`src/rtl/bus_ctrl_8288.sv`:
```
// rtl/bus_ctrl_8288.sv - 8288 bus controller: status decode, ALE/DEN/DT_R and bus commands
// Define BUS_CTRL_ADV_WRITE_EN to advance write commands to T2.
module bus_ctrl_8288 #(
   parameter int MAX_WAIT = 0,
   parameter int WAIT_W   = 4
) (
   input  logic       clk,
   input  logic       rst_n,
   input  logic [2:0] s_n,
   input  logic       ready,
   input  logic       cen,
   output logic       ale,
   output logic       den,
   output logic       dt_r,
   output logic       mrdc_n,
   output logic       mwtc_n,
   output logic       iorc_n,
   output logic       iowc_n,
   output logic       inta_n,
   output logic       timeout
);
   typedef enum logic [2:0] {IDLE, T1, T2, T3, T4} state_t;

   localparam logic [WAIT_W-1:0] MAX_W = WAIT_W'(MAX_WAIT);

   state_t            state, state_nx;
   logic [2:0]        cyc_type, type_nx;
   logic [WAIT_W-1:0] wait_cnt, cnt_nx;
   logic              prev_passive;
   logic              timeout_nx;
   logic              ale_nx, den_nx, dt_r_nx;
   logic              mrdc_nx, mwtc_nx, iorc_nx, iowc_nx, inta_nx;
   logic              is_write, rd_phase, wr_phase;

   always_ff @(posedge clk) begin
      if (!rst_n) begin
         state        <= IDLE;
         cyc_type     <= 3'b111;
         wait_cnt     <= '0;
         prev_passive <= 1'b0;
         ale          <= 1'b0;
         den          <= 1'b0;
         dt_r         <= 1'b1;
         mrdc_n       <= 1'b1;
         mwtc_n       <= 1'b1;
         iorc_n       <= 1'b1;
         iowc_n       <= 1'b1;
         inta_n       <= 1'b1;
         timeout      <= 1'b0;
      end else begin
         state        <= state_nx;
         cyc_type     <= type_nx;
         wait_cnt     <= cnt_nx;
         prev_passive <= (s_n == 3'b111);
         ale          <= ale_nx;
         den          <= den_nx;
         dt_r         <= dt_r_nx;
         mrdc_n       <= mrdc_nx;
         mwtc_n       <= mwtc_nx;
         iorc_n       <= iorc_nx;
         iowc_n       <= iowc_nx;
         inta_n       <= inta_nx;
         timeout      <= timeout_nx;
      end
   end

   // A cycle only starts on an active status that follows a passive sample.
   always_comb begin
      state_nx   = state;
      type_nx    = cyc_type;
      cnt_nx     = wait_cnt;
      timeout_nx = 1'b0;
      case (state)
         IDLE: begin
            if (prev_passive && s_n != 3'b111 && s_n != 3'b011) begin
               state_nx = T1;
               type_nx  = s_n;
            end
         end
         T1: state_nx = T2;
         T2: begin
            state_nx = T3;
            cnt_nx   = '0;
         end
         T3: begin
            if (ready) begin
               state_nx = T4;
            end else if (MAX_WAIT != 0 && wait_cnt == MAX_W) begin
               state_nx   = T4;
               timeout_nx = 1'b1;
            end else if (wait_cnt != '1) begin
               cnt_nx = wait_cnt + 1'b1;
            end
         end
         T4:      state_nx = IDLE;
         default: state_nx = IDLE;
      endcase
   end

   // Outputs are decoded from the upcoming state so that they register in step with it.
   always_comb begin
      is_write = (type_nx == 3'b010) || (type_nx == 3'b110);
      rd_phase = (state_nx == T2) || (state_nx == T3);
`ifdef BUS_CTRL_ADV_WRITE_EN
      wr_phase = (state_nx == T2) || (state_nx == T3);
`else
      wr_phase = (state_nx == T3);
`endif
      ale_nx  = (state_nx == T1);
      den_nx  = rd_phase;
      dt_r_nx = (state_nx == IDLE) ? 1'b1 : is_write;
      mrdc_nx = !(cen && rd_phase && type_nx[2:1] == 2'b10);
      mwtc_nx = !(cen && wr_phase && type_nx == 3'b110);
      iorc_nx = !(cen && rd_phase && type_nx == 3'b001);
      iowc_nx = !(cen && wr_phase && type_nx == 3'b010);
      inta_nx = !(cen && rd_phase && type_nx == 3'b000);
   end
endmodule

```
`config.mk`:
```
export PLATFORM = sky130hd
export DESIGN_NAME = bus_ctrl_8288
export DESIGN_NICKNAME = d
export VERILOG_FILES = /design/src/rtl/bus_ctrl_8288.sv
export SDC_FILE = /design/constraint.sdc
export NUM_CORES = 1
export LEC_CHECK = 0
export BUFFER_PORTS_ARGS = -buffer_cell sky130_fd_sc_hd__buf_2
export CAP_MARGIN = 10
export CORE_AREA = 5 5 42 44
export DETAILED_ROUTE_END_ITERATION = 7
export DIE_AREA = 0 0 47 49
export GPL_TIMING_DRIVEN = 0
export HOLD_SLACK_MARGIN = 0.08
export PLACE_DENSITY = 0.81
export SYNTH_ARGS = -nofsm -noshare
export SYNTH_HDL_FRONTEND = slang
export SYNTH_SLANG_ARGS = --single-unit
```
`constraint.sdc`:
```
create_clock -name clk -period 4.45 [get_ports clk]
set_clock_uncertainty 0.2 [all_clocks]
set_input_delay 0.6675 -clock clk [delete_from_list [all_inputs] [get_ports clk]]
set_output_delay 0.6675 -clock clk [all_outputs]
set_load 0.02 [all_outputs]
```
Yosys cells after proc, flatten, opt, wreduce, memory -nomap -nowiden
Cells that the tools add are included.
W data, S select, Z words.
{"block": "word_totals", "wordCells": 50, "ff_bits": 15, "input_bits": 7, "out_inout_bits": 9}
{"block": "classes", "n_bitwise": 1, "n_mux": 5, "n_eq_ne": 13, "reduce_logical": 20}
{"cell": "$eq A3 B2 Y1 const B", "count": 5}
{"cell": "$mux W3", "count": 4}
{"cell": "$pmux W3 S4", "count": 1}
{"cell": "$eq A3 B1 Y1 const B", "count": 3}
{"cell": "$logic_and A1 B1 Y1", "count": 9}
{"cell": "$logic_not A3 Y1", "count": 3}
{"cell": "$eq A3 B3 Y1 const B", "count": 2}
{"cell": "$logic_not A1 Y1", "count": 5}
{"cell": "$ne A3 B2 Y1 const B", "count": 1}
{"cell": "$ne A3 B3 Y1 const B", "count": 1}
{"cell": "$eq A2 B2 Y1 const B", "count": 1}
{"cell": "$logic_or A1 B1 Y1", "count": 2}
{"cell": "$reduce_or A2 Y1", "count": 1}
{"cell": "$not A1 Y1", "count": 1}

Longest topological paths before layout
Gate-level depths: netlist of run 1.
{"block": "logic_depth", "depth_word": 10, "depth_mapped": 4}

Least setup slack after synthesis of run 1
OpenSTA, ideal clock, no wires.
{"block": "synth_path", "kind": "input to register", "start": "in ready", "end": "reg inta_n", "path_slack_ns": 2.695, "path_buffers": 0, "cell_stages": 3, "required_time_ns": 4.100, "t_arrival_ns": 1.404, "setup_time_ns": 0.150, "path_cell_list": "and3_1 -> nor4b_2 -> o221ai_1"}
{"block": "synth_between", "elab_chain_len": 7}
{"item": "from (decl)", "line": "10", "source": "input logic ready,"}
{"item": "$mux W3 (*)", "line": "86", "source": "if (ready) begin"}
{"item": "$pmux W3 S4 (*)", "line": "73", "source": "case (state)"}
{"item": "$eq A3 B2 Y1", "line": "103", "source": "rd_phase = (state_nx == T2) || (state_nx == T3);"}
{"item": "$logic_or A1 B1 Y1 (*)", "line": "103"}
{"item": "$logic_and A1 B1 Y1 (*) (2 in a row)", "line": "116", "source": "inta_nx = !(cen && rd_phase && type_nx == 3'b000);"}
{"item": "$logic_not A1 Y1 (*)", "line": "116"}
{"item": "to (signal assigned)", "line": "62", "source": "inta_n <= inta_nx;"}
{"item": "to (decl)", "line": "19", "source": "output logic inta_n,"}
Mark *: on every way between the ends. The rest lies on a longest branch, timed or not.
A chain may end at the register's enable or synchronous reset.

Worst setup path after layout of run 1
Same ends and word-level chain as after synthesis.

==> flow_summary.rst, run 1 <==
.. list-table::
   :header-rows: 1

   * - Metric
     - Value
   * - Crit path launch type
     - input pin
   * - Number of instances in the synthesized netlist
     - 65
   * - Commonest cells after routing, fill and taps aside
     - 15 x sky130_fd_sc_hd__buf_2, 15 x sky130_fd_sc_hd__dfxtp_1
   * - Initial antenna violation count
     - 0
   * - Critical path data arrival time
     - ~1.8 ns
   * - Min Clock Period, post-route
     - 1.82 ns
   * - Area grow syn2layout
     - 18.8%
   * - Final Util
     - a little over half
   * - Rel. slew slack
     - 62.0%
   * - Number of gates resized after CTS
     - 0
   * - Portion of total power attributed to sequential cells
     - 57.8%
   * - Layout net count
     - 91
   * - Number of iterations in the first detailed-routing pass
     - 4
   * - Total Routed Length
     - roughly 1300 µm
   * - Launch instance of the worst register-to-register path
     - state[0]$_SDFF_PN0_
   * - Core region area
     - about 0.0014 mm²
   * - Number of global-route vias before repair
     - between 500 and 600
   * - Ordered cell list for the critical path
     - buf_2 > and3_1 > nor4b_2 > o221ai_1
   * - Number of setup buffers added after CTS
     - 0
   * - Routed wl met3
     - between 100 and 150 µm
   * - Sequential area share after synthesis
     - around 48%
   * - Leakage power summed over all cells
     - about 0.30 nW
   * - 1st-iter DRT viols
     - 27
   * - Uppermost signal routing layer after detailed routing
     - met4
   * - Chip height
     - around 49 µm
   * - Clock latency of the later-clocked register in the worst-skew pair
     - roughly 0.29 ns
   * - Die Span X
     - ~47 µm
   * - Peak fanout along the critical path
     - 5
   * - TritonCTS Buffers
     - 3
   * - Number of primary I/O pins
     - 16
   * - Pin count of the biggest net entering global routing
     - 11
   * - Worst Hold Class
     - reg -> reg
   * - Buffer depth of the longest clock path
     - 2
   * - Share of final-layout standard cells stronger than drive strength 1
     - 30.1%
   * - Clk sink count
     - 15
   * - Met2 routed wirelength
     - 603 µm
   * - Total Negative Setup Slacks
     - 0 ns
   * - PortBufs
     - 14
   * - Wire length on met1
     - around 580 µm
   * - Origin of the worst min-delay path
     - state[1]$_SDFF_PN0_
   * - Sw power
     - ~61 µW
   * - Part of the power in combinational logic
     - about a tenth
   * - Clock-pin slew of the registers on the worst-case setup and hold paths
     - about 0.08 ns
   * - Clock root buffer
     - sky130_fd_sc_hd__clkbuf_4
   * - Final count of hold timing violations
     - 0
   * - Synthesized net count
     - around 70
   * - Pins over their slew limit
     - 0
   * - Distinct cells, synth
     - 32
   * - Number of design rule violations left after detail routing
     - 0
   * - Sw frac
     - between 20% and 30%
   * - GRT Residual Overflow
     - 0
   * - Count of vias placed by the detailed router
     - just under 600
   * - Number of enable-type register cells in the synthesized netlist
     - 0
   * - Async S/R FF share, synth
     - 0%
   * - Crit path launch
     - ready
   * - Count of state elements after synthesis
     - 15
   * - CTS tree
     - built
   * - Max incr delay on CP
     - 0.54 ns
   * - First-pass GRT wire length
     - around 2200 µm
   * - Final ANT Viol Nets
     - 0
   * - Final setup fails
     - 0
   * - CP required
     - 4.38 ns
   * - Slowest-stage cell, CP
     - sky130_fd_sc_hd__nor4b_2
   * - Final weighted congestion in routability-driven placement
     - between 0.8 and 0.9
   * - Number of maximum-capacitance constraint violations
     - 0
   * - Initial standard-cell utilization of the core
     - 44.7%
   * - Total number of placement rows
     - 14
   * - # diodes
     - 0
   * - Run status
     - completed
   * - CP endpoint kind
     - flip-flop
   * - Fmax achieved
     - roughly 550 MHz
   * - Cell Int Power
     - around 180 µW
   * - DP Wirelength
     - about 990 µm
   * - Count of fill cells added during filler insertion
     - 149
   * - Clock group share of total power
     - between 30 and 40%
   * - Post-CTS Hold Fix Bufs
     - 0
   * - Power density relative to cell area
     - approximately 320 mW/mm²
   * - Overall global routing resource usage
     - a little over an eighth
   * - Total standard cell area after synthesis
     - approximately 630 µm²
   * - Yosys warns
     - 0
   * - # H-tree levels
     - 1
   * - Post-detailed-route via-to-cell ratio
     - roughly 5.8
   * - Type of the setup path with the least slack
     - in -> reg
   * - Share of the clock period used by the worst path after layout
     - around two fifths
   * - Flip-flop cell with the highest count after synthesis
     - sky130_fd_sc_hd__dfxtp_1
   * - Syn_area_per_cell
     - roughly 9.6 µm²
   * - Area of the die
     - 0.00230 mm²
   * - Detail-routed net length per standard cell
     - around 14 µm
   * - Slew at the pin with the worst max-slew slack
     - approximately 0.57 ns
   * - Unrepaired setup endpoints after global routing
     - false
   * - Peak supply drop
     - 160 µV
path summary, 6_finish.rpt:
path                          to  slack, ns  cells after the start
max            inta_n$_SDFF_PN1_       2.63                      4
min          state[2]$_SDFF_PN0_       0.32                      2
max reg2reg    inta_n$_SDFF_PN1_       2.75                      3
min reg2reg  state[2]$_SDFF_PN0_       0.32                      2
synth_stat cells, types with 2 or more instances:
library cell,n,area [µm²]
sky130_fd_sc_hd__dfxtp_1,15,300
sky130_fd_sc_hd__a21oi_1,3,15.0
sky130_fd_sc_hd__and3_1,3,18.8
sky130_fd_sc_hd__nand2_1,3,11.3
sky130_fd_sc_hd__nand3_1,3,15.0
sky130_fd_sc_hd__nor2_1,3,11.3
sky130_fd_sc_hd__nor2b_1,3,18.8
sky130_fd_sc_hd__nor3_1,3,15.0
sky130_fd_sc_hd__o21ai_0,3,15.0
sky130_fd_sc_hd__inv_1,2,7.51
sky130_fd_sc_hd__o211ai_1,2,15.0
sky130_fd_sc_hd__o221ai_1,2,17.5
layout make-up:
class                           instances  area, µm²  share of cell area (%)
Sequential cell                        15        300                    40.3
Multi-Input combinational cell         45        295                    39.7
Timing Repair Buffer                   14       70.1                    9.41
Buffer                                  3       23.8                    3.19
Clock buffer                            3       22.5                    3.03
Tap cell                               16       20.0                    2.69
Inverter                                2       7.51                    1.01
Clock inverter                          1       5.00                   0.672
stage by stage:
stage,power [mW],cells,cell area (µm²),hold slack (ns),setup slack (ns)
global placement,0.164,95,717,0.297,2.38
detailed placement,0.164,95,717,0.299,2.37
floorplan,0.156,65,627,0.266,2.70
global route,0.253,99,744,0.350,2.62
CTS,0.243,99,744,0.321,2.67
finish,0.240,99,744,0.321,2.63
cell families after synthesis:
logic type      after synthesis  synth area share (%)
simple gates                 26                  26.3
compound gates               18                  20.2
flops                        15                  47.9
buf+inv                       5                  4.99
other cells                   1                 0.598
sequential cells by signal, indices dropped and copies added, names as in the netlist:
signal / cells
cyc_type: 3
state: 3
ale: 1
den: 1
dt_r: 1
inta_n: 1
iorc_n: 1
iowc_n: 1
mrdc_n: 1
mwtc_n: 1
prev_passive: 1
critical path: cells and delay by family:
kind	cells	cell delay [ns]
AO/OA/AOI/OAI	1	0.22
buffers and inverters	1	0.11
AND/OR/NAND/NOR	2	0.74
power by group through the flow:
stage | registers (mW) | clock network [mW] | logic (mW)
finish | 0.139 | 0.0781 | 0.0230
global placement | 0.142 | 0 | 0.0222
CTS | 0.139 | 0.0817 | 0.0227
detailed placement | 0.142 | 0 | 0.0227
floorplan | 0.143 | 0 | 0.0130
global route | 0.139 | 0.0885 | 0.0254
per-layer routing:
layer | up-vias | track usage, %
met5 | - | 0
met4 | 0 | 9.22
met3 | 9 | 4.80
met2 | 27 | 19.0
met1 | 265 | 16.3
li1 | 277 | -
Power figures use the tool's default switching activity.
==> run 2, diff against run 1 <==
--- a/config.mk
+++ b/config.mk
@@ -7,12 +7,12 @@
 export LEC_CHECK = 0
 export BUFFER_PORTS_ARGS = -buffer_cell sky130_fd_sc_hd__buf_2
 export CAP_MARGIN = 10
-export CORE_AREA = 5 5 42 44
+export CORE_MARGIN = 5
+export CORE_UTILIZATION = 48
 export DETAILED_ROUTE_END_ITERATION = 7
-export DIE_AREA = 0 0 47 49
 export GPL_TIMING_DRIVEN = 0
 export HOLD_SLACK_MARGIN = 0.08
-export PLACE_DENSITY = 0.81
+export PLACE_DENSITY = 0.82
 export SYNTH_ARGS = -nofsm -noshare
 export SYNTH_HDL_FRONTEND = slang
 export SYNTH_SLANG_ARGS = --single-unit
==> constraint.sdc (replaced) <==
create_clock -name clk -period 1.74 [get_ports clk]
set_clock_uncertainty 0.2 [all_clocks]
set_input_delay 0.261 -clock clk [delete_from_list [all_inputs] [get_ports clk]]
set_output_delay 0.261 -clock clk [all_outputs]
set_load 0.02 [all_outputs]
==> flow_summary.rst, run 2 (synthesized netlist as in run 1, its figures left out) <==
.. list-table::
   :header-rows: 1

   * - Metric
     - Value
   * - Register-to-Register Setup Slack
     - 0.05 ns (was 2.75 ns)
   * - Overall global routing resource usage
     - 14.7% (was 13.4%)
   * - TritonCTS Buffers
     - 3 (unchanged)
   * - Count of fill cells added during filler insertion
     - 114 (was 149)
   * - Cell depth of the worst hold path
     - 3 (was 2)
   * - Post-detailed-route via-to-cell ratio
     - 5.63 (was 5.84)
   * - Initial standard-cell utilization of the core
     - 49.4% (was 44.7%)
   * - Layout net count
     - 95 (was 91)
   * - Total area of sequential cells
     - 300 µm² (unchanged)
   * - Pin count of the biggest net entering global routing
     - 11 (unchanged)
   * - Final instance area
     - 797 µm² (was 744 µm²)
   * - Clock root buffer
     - sky130_fd_sc_hd__clkbuf_4 (unchanged)
   * - Total Routed Length
     - 1390 µm (was 1350 µm)
   * - Type of the setup path with the least slack
     - reg -> reg (was in -> reg)
   * - Number of maximum-capacitance constraint violations
     - 0 (unchanged)
   * - Share of the clock period used by the worst path after layout
     - a little over nine tenths
   * - Final setup fails
     - 0 (unchanged)
   * - Reg2Reg Depth
     - 4 (was 3)
   * - Cell Int Power
     - 468 µW (was 179 µW)
   * - Number of setup buffers added after CTS
     - 0 (unchanged)
   * - Critical path data arrival time
     - 1.63 ns (was 1.75 ns)
   * - Detail-routed net length per standard cell
     - 13.6 µm (about the same)
   * - Pins over their slew limit
     - 0 (unchanged)
   * - Registers with the highest flip-flop counts
     - cyc_type (3), state (3) (unchanged)
   * - Total number of placement rows
     - 13 (was 14)
   * - Part of the power in combinational logic
     - 10.8% (was 9.6%)
   * - CP required
     - 1.68 ns (was 4.38 ns)
   * - Clock-pin slew of the registers on the worst-case setup and hold paths
     - 0.09 ns (was 0.08 ns)
   * - Peak fanout along the critical path
     - 6 (was 5)
   * - Launch instance of the worst register-to-register path
     - state[1]$_SDFF_PN0_ (was state[0]$_SDFF_PN0_)
   * - Total power of the final layout
     - 626 µW (was 240 µW)
   * - Clock latency of the later-clocked register in the worst-skew pair
     - 0.29 ns (about the same)
   * - Run status
     - completed (unchanged)
   * - # H-tree levels
     - 1 (unchanged)
   * - Number of global-route vias before repair
     - 508 (was 526)
   * - 1st-iter DRT viols
     - 20 (was 27)
   * - Min Clock Period, post-route
     - between 1.5 and 2 ns
   * - Final ANT Viol Nets
     - 0 (unchanged)
   * - Number of iterations in the first detailed-routing pass
     - 4 (unchanged)
   * - Chip height
     - 46.1 µm (was 49 µm)
   * - Worst hold slack across all endpoints
     - 0.106 ns (was 0.321 ns)
   * - WHS Endpoint
     - iowc_n$_SDFF_PN1_ (was state[2]$_SDFF_PN0_)
   * - # diodes
     - 0 (unchanged)
   * - Commonest cells after routing, fill and taps aside
     - 15 x sky130_fd_sc_hd__buf_2, 15 x sky130_fd_sc_hd__dfxtp_1, 4 x sky130_fd_sc_hd__dlygate4sd3_1 (was 15 x sky130_fd_sc_hd__buf_2, 15 x sky130_fd_sc_hd__dfxtp_1)
   * - Portion of total power attributed to sequential cells
     - 56.7% (was 57.8%)
   * - Initial antenna violation count
     - 0 (unchanged)
   * - Leakage power summed over all cells
     - 0.321 nW (was 0.299 nW)
   * - Worst Hold Class
     - in -> reg (was reg -> reg)
   * - Buffer depth of the longest clock path
     - 2 (unchanged)
   * - Terminus of the critical flop-to-flop path
     - iorc_n$_SDFF_PN1_ (was inta_n$_SDFF_PN1_)
   * - CP endpoint kind
     - flip-flop (unchanged)
   * - Clk sink count
     - 15 (unchanged)
   * - Fmax achieved
     - 591 MHz
   * - Share of final-layout standard cells stronger than drive strength 1
     - 28.7% (was 30.1%)
   * - Core region area
     - 0.00127 mm² (was 0.00140 mm²)
   * - Total placed instance area
     - 716 µm² (was 717 µm²)
   * - Area occupied by multi-input gates
     - 310 µm² (was 295 µm²)
   * - First-pass GRT wire length
     - 2210 µm (was 2190 µm)
   * - Count of vias placed by the detailed router
     - 574 (was 578)
   * - Die Span X
     - 46.1 µm (was 47 µm)
   * - Clock group share of total power
     - 32.5% (was 32.6%)
   * - Power density relative to cell area
     - 786 mW/mm² (was 322 mW/mm²)
   * - Sw power
     - 159 µW (was 60.7 µW)
   * - Peak supply drop
     - 382 µV (was 160 µV)
   * - Final weighted congestion in routability-driven placement
     - 0.861 (was 0.848)
   * - Area grow syn2layout
     - 27.1% (was 18.8%)
   * - Area of the die
     - 0.00213 mm² (was 0.00230 mm²)
   * - Total Negative Setup Slacks
     - 0 ns (unchanged)
   * - Number of primary I/O pins
     - 16 (unchanged)
   * - Final count of hold timing violations
     - 0 (unchanged)
   * - Crit path launch type
     - flip-flop (was input pin)
   * - Number of design rule violations left after detail routing
     - 0 (unchanged)
   * - PortBufs
     - 14 (unchanged)
   * - CTS tree
     - built (unchanged)
   * - Origin of the worst min-delay path
     - cen (was state[1]$_SDFF_PN0_)
   * - Sw frac
     - 25.3% (about the same)
   * - DP Wirelength
     - 973 µm (was 992 µm)
   * - GRT Residual Overflow
     - 0 (unchanged)
==> run 2: cell types whose count changed in the layout (fill, tap and decap cells not counted), sizes merged <==
cell         previous run  this run
clkinv                  1         0
clkbuf                  3         4
dlygate4sd3             0         4
==> run 2: area by class of cell <==
class	instances	area share, %
tap	15	2.35
multi-input combinational	45	38.9
timing repair buffer	18	13.8
sequential	15	37.7
inverter	2	0.942
buffer	3	2.98
clock buffer	4	3.30
==> run 2: power groups by stage <==
| stage | clock network [mW] | logic (mW) | registers, mW |
|---|---|---|---|
| 3_5_place_dp | 0 | 0.0580 | 0.362 |
| 2_1_floorplan | 0 | 0.0333 | 0.365 |
| 5_1_grt | 0.226 | 0.0733 | 0.356 |
| 6_report | 0.204 | 0.0675 | 0.355 |
| 4_1_cts | 0.207 | 0.0642 | 0.354 |
| 3_3_place_gp | 0 | 0.0564 | 0.362 |
==> run 2: what timing repair did <==
item / CTS / global route
endpoints found under the setup margin: 0 / 5
hold buffers: 4 / 0
resized for setup: 0 / 2
hold endpoints to repair: 6 / 0
==> run 2: layer usage <==
layer / share of wire (%) / vias up / wire [µm] / global-route usage (%)
met5: 0 / - / 0 / 0
met4: 2.5 / 0 / 34 / 8.52
met3: 9.2 / 3 / 127 / 4.69
met2: 47 / 28 / 645 / 21.2
met1: 42 / 261 / 579 / 19.0
li1: - / 282 / - / -
==> run 2: how the worst max path moves through the flow <==
stage | from | end | cells after the start
floorplan | state[1]$_SDFF_PN0_ | inta_n$_SDFF_PN1_ | 4
global placement | state[1]$_SDFF_PN0_ | inta_n$_SDFF_PN1_ | 4
detailed placement | ready | iorc_n$_SDFF_PN1_ | 4
CTS | rst_n | prev_passive$_SDFF_PN0_ | 4
global route | state[1]$_SDFF_PN0_ | iowc_n$_SDFF_PN1_ | 4
finish | state[1]$_SDFF_PN0_ | iorc_n$_SDFF_PN1_ | 4
==> run 2: worst max-delay path, stage by stage (launching register included) <==
cell and delay [ns]:
sky130_fd_sc_hd__dfxtp_1 0.37, sky130_fd_sc_hd__or4b_1 0.55, sky130_fd_sc_hd__buf_6 0.16, sky130_fd_sc_hd__nor3_4 0.13, sky130_fd_sc_hd__o2111ai_1 0.13
==> run 2: through the flow <==
step,std cells,setup WS [ns],util [%]
5_1_grt,102,-0.00146,62.8
3_5_place_dp,94,0.0612,56.4
6_report,102,0.0479,62.8
2_1_floorplan,65,0.179,-
3_3_place_gp,94,0.100,56.4
4_1_cts,102,0.0609,61.6
==> run 3, diff against run 2 <==
--- a/config.mk
+++ b/config.mk
@@ -13,6 +13,7 @@
 export GPL_TIMING_DRIVEN = 0
 export HOLD_SLACK_MARGIN = 0.08
 export PLACE_DENSITY = 0.82
+export SETUP_SLACK_MARGIN = 0.15
 export SYNTH_ARGS = -nofsm -noshare
 export SYNTH_HDL_FRONTEND = slang
 export SYNTH_SLANG_ARGS = --single-unit
==> flow_summary.rst, run 3 (synthesized netlist as in run 1, its figures left out) <==
.. list-table::
   :header-rows: 1

   * - Metric
     - Value
   * - Run status
     - completed (unchanged)
   * - Clock latency of the later-clocked register in the worst-skew pair
     - 0.29 ns (about the same)
   * - Pin count of the biggest net entering global routing
     - 11 (unchanged)
   * - First-pass GRT wire length
     - 2570 µm (was 2210 µm)
   * - Max incr delay on CP
     - 0.53 ns (was 0.55 ns)
   * - Part of the power in combinational logic
     - 12.1% (was 10.8%)
   * - CP Capture Point
     - inta_n$_SDFF_PN1_ (was iorc_n$_SDFF_PN1_)
   * - Fmax achieved
     - 602 MHz (was 591 MHz)
   * - Final setup fails
     - 0 (unchanged)
   * - Peak supply drop
     - 498 µV (was 382 µV)
   * - Core region area
     - 0.00127 mm² (unchanged)
   * - Count of vias placed by the detailed router
     - 633 (was 574)
   * - Total power of the final layout
     - 634 µW (was 626 µW)
   * - Launch instance of the worst register-to-register path
     - state[1]$_SDFF_PN0_ (unchanged)
   * - Clock group share of total power
     - 32.0% (was 32.5%)
   * - Peak fanout along the critical path
     - 6 (unchanged)
   * - Commonest cells after routing, fill and taps aside
     - 14 x sky130_fd_sc_hd__buf_2, 13 x sky130_fd_sc_hd__dfxtp_1, 6 x sky130_fd_sc_hd__buf_4 (was 15 x sky130_fd_sc_hd__buf_2, 15 x sky130_fd_sc_hd__dfxtp_1, 4 x sky130_fd_sc_hd__dlygate4sd3_1)
   * - Share of final-layout standard cells stronger than drive strength 1
     - 35.2% (was 28.7%)
   * - Cell Int Power
     - 473 µW (was 468 µW)
   * - Area of the die
     - 0.00213 mm² (unchanged)
   * - Initial standard-cell utilization of the core
     - 49.4% (unchanged)
   * - Total Routed Length
     - 1680 µm (was 1390 µm)
   * - Total Negative Setup Slacks
     - 0 ns (unchanged)
   * - Pins over their slew limit
     - 0 (unchanged)
   * - Power density relative to cell area
     - 754 mW/mm² (was 786 mW/mm²)
   * - Slowest-stage cell, CP
     - sky130_fd_sc_hd__or4b_1 (unchanged)
   * - Met3 usage
     - 3.52% (was 4.69%)
   * - Reg2Reg Depth
     - 4 (unchanged)
   * - Number of maximum-capacitance constraint violations
     - 0 (unchanged)
   * - Final weighted congestion in routability-driven placement
     - 0.861 (unchanged)
   * - Leakage power summed over all cells
     - 0.341 nW (was 0.321 nW)
   * - Clk sink count
     - 15 (unchanged)
   * - Terminus of the critical flop-to-flop path
     - inta_n$_SDFF_PN1_ (was iorc_n$_SDFF_PN1_)
   * - Area grow syn2layout
     - 34.1% (was 27.1%)
   * - Global-route met2 utilization
     - 27.5% (was 21.2%)
   * - Number of iterations in the first detailed-routing pass
     - 4 (unchanged)
   * - Ordered cell list for the critical path
     - or4b_1 > buf_6 > nor3_4 > o221ai_1 (was or4b_1 > buf_6 > nor3_4 > o2111ai_1)
   * - Clock root buffer
     - sky130_fd_sc_hd__clkbuf_4 (unchanged)
   * - Initial antenna violation count
     - 0 (unchanged)
   * - Sw power
     - 162 µW (was 159 µW)
   * - Sw frac
     - 25.5% (was 25.3%)
   * - Layer carrying the most global-route usage
     - met2 (unchanged)
   * - Type of the setup path with the least slack
     - reg -> reg (unchanged)
   * - Crit path launch
     - state[1]$_SDFF_PN0_ (unchanged)
   * - Number of primary I/O pins
     - 16 (unchanged)
   * - Final ANT Viol Nets
     - 0 (unchanged)
   * - Number of cells on the critical path
     - 4 (unchanged)
   * - Crit path launch type
     - flip-flop (unchanged)
   * - CP required
     - 1.70 ns (was 1.68 ns)
   * - Final count of hold timing violations
     - 0 (unchanged)
   * - Min Clock Period, post-route
     - 1.66 ns (was 1.69 ns)
   * - Buf+Inv Stages, Crit Path
     - 1 (unchanged)
   * - Registers with the highest flip-flop counts
     - cyc_type (3), state (3) (unchanged)
   * - # diodes
     - 0 (unchanged)
   * - Layout net count
     - 99 (was 95)
   * - Chip height
     - 46.1 µm (unchanged)
   * - Overall global routing resource usage
     - 17.2% (was 14.7%)
   * - Most common cell after layout, fill and taps aside
     - sky130_fd_sc_hd__buf_2
   * - 1st-iter DRT viols
     - 23 (was 20)
   * - Buffer depth of the longest clock path
     - 2 (unchanged)
   * - Die Span X
     - 46.1 µm (unchanged)
   * - Number of design rule violations left after detail routing
     - 0 (unchanged)
   * - Number of global-route vias before repair
     - 585 (was 508)
   * - DP Wirelength
     - 973 µm (unchanged)
   * - Worst Hold Class
     - in -> reg (unchanged)
   * - Share of the clock period used by the worst path after layout
     - 95.5% (was 97.2%)
   * - GRT met1 Usage
     - 20.9% (was 19.0%)
   * - CTS tree
     - built (unchanged)
   * - PortBufs
     - 14 (unchanged)
   * - Clock-pin slew of the registers on the worst-case setup and hold paths
     - 0.08 ns (was 0.09 ns)
   * - Register-to-Register Setup Slack
     - 0.08 ns (was 0.05 ns)
   * - Post-detailed-route via-to-cell ratio
     - 5.97 (was 5.63)
   * - Portion of total power attributed to sequential cells
     - 56.0% (was 56.7%)
   * - Detail-routed net length per standard cell
     - 15.8 µm (was 13.6 µm)
   * - CP endpoint kind
     - flip-flop (unchanged)
   * - # H-tree levels
     - 1 (unchanged)
   * - TritonCTS Buffers
     - 3 (unchanged)
   * - GRT Residual Overflow
     - 0 (unchanged)
   * - Cell family with most CP delay
     - simple AND/OR/NAND/NOR gates (unchanged)
   * - Critical path data arrival time
     - 1.62 ns (was 1.63 ns)
   * - Total number of placement rows
     - 13 (unchanged)
   * - Unrepaired setup endpoints after global routing
     - true
run 3: timing repair:
item | 4_1_cts | 5_1_grt
gates resized for setup | 4 | 4
hold endpoints to repair | 7 | 0
hold buffers | 4 | 0
pin swaps | 2 | 1
buffers inserted | 2 | 2
endpoints found under the setup margin | 7 | 9
run 3: power by group through the flow:
stage                     Combinational, mW  Clock (mW)  Sequential (mW)
after CTS                            0.0704       0.207            0.355
final                                0.0765       0.203            0.355
after floorplan                      0.0333           0            0.365
after global placement               0.0564           0            0.362
after global routing                 0.0829       0.218            0.356
after detailed placement             0.0580           0            0.362
run 3: how the worst min path moves through the flow:
stage | cells after the start | slack (ns) | end | from
after CTS | 3 | 0.11 | iorc_n$_SDFF_PN1_ | cen
final | 3 | 0.12 | cyc_type[0]$_SDFF_PN1_ | s_n[0]
after global routing | 3 | 0.17 | inta_n$_SDFF_PN1_ | s_n[1]
after floorplan | 1 | 0.13 | cyc_type[2]$_SDFF_PN1_ | rst_n
after global placement | 2 | 0.29 | state[2]$_SDFF_PN0_ | state[1]$_SDFF_PN0_
after detailed placement | 2 | 0.29 | state[2]$_SDFF_PN0_ | state[1]$_SDFF_PN0_
run 3: metal layers:
metal  wire length [µm]  share of wire, %
met1                647                39
met2                825                49
met3                146               8.7
met4                 60               3.6
met5                  0                 0
run 3: area by class of cell:
type,count,area (µm²)
repair buffers,22,140
plain buffers,3,26.3
inverters,2,7.51
flip-flops and latches,15,305
fillers,101,428
clock buffers,4,26.3
well taps,15,18.8
multi-input cells,45,317
run 3: worst register-to-register path, delay by kind of cell (launching register included):
family / cells / cell delay (ns)
flip-flops: 1 / 0.37
buffers and inverters: 1 / 0.16
AO/OA/AOI/OAI: 1 / 0.13
AND/OR/NAND/NOR: 2 / 0.68
run 3: per-stage QoR:
step / utilization [%] / instance area (µm²) / std cells / worst slack (ns) / hold slack [ns]
after global routing: 66.3 / 841 / 106 / 0.0480 / 0.172
after detailed placement: 56.4 / 716 / 94 / 0.0612 / 0.294
after global placement: 56.4 / 716 / 94 / 0.100 / 0.291
final: 66.3 / 841 / 106 / 0.0781 / 0.120
after floorplan: - / 627 / 65 / 0.179 / 0.133
after CTS: 64.2 / 815 / 104 / 0.102 / 0.105
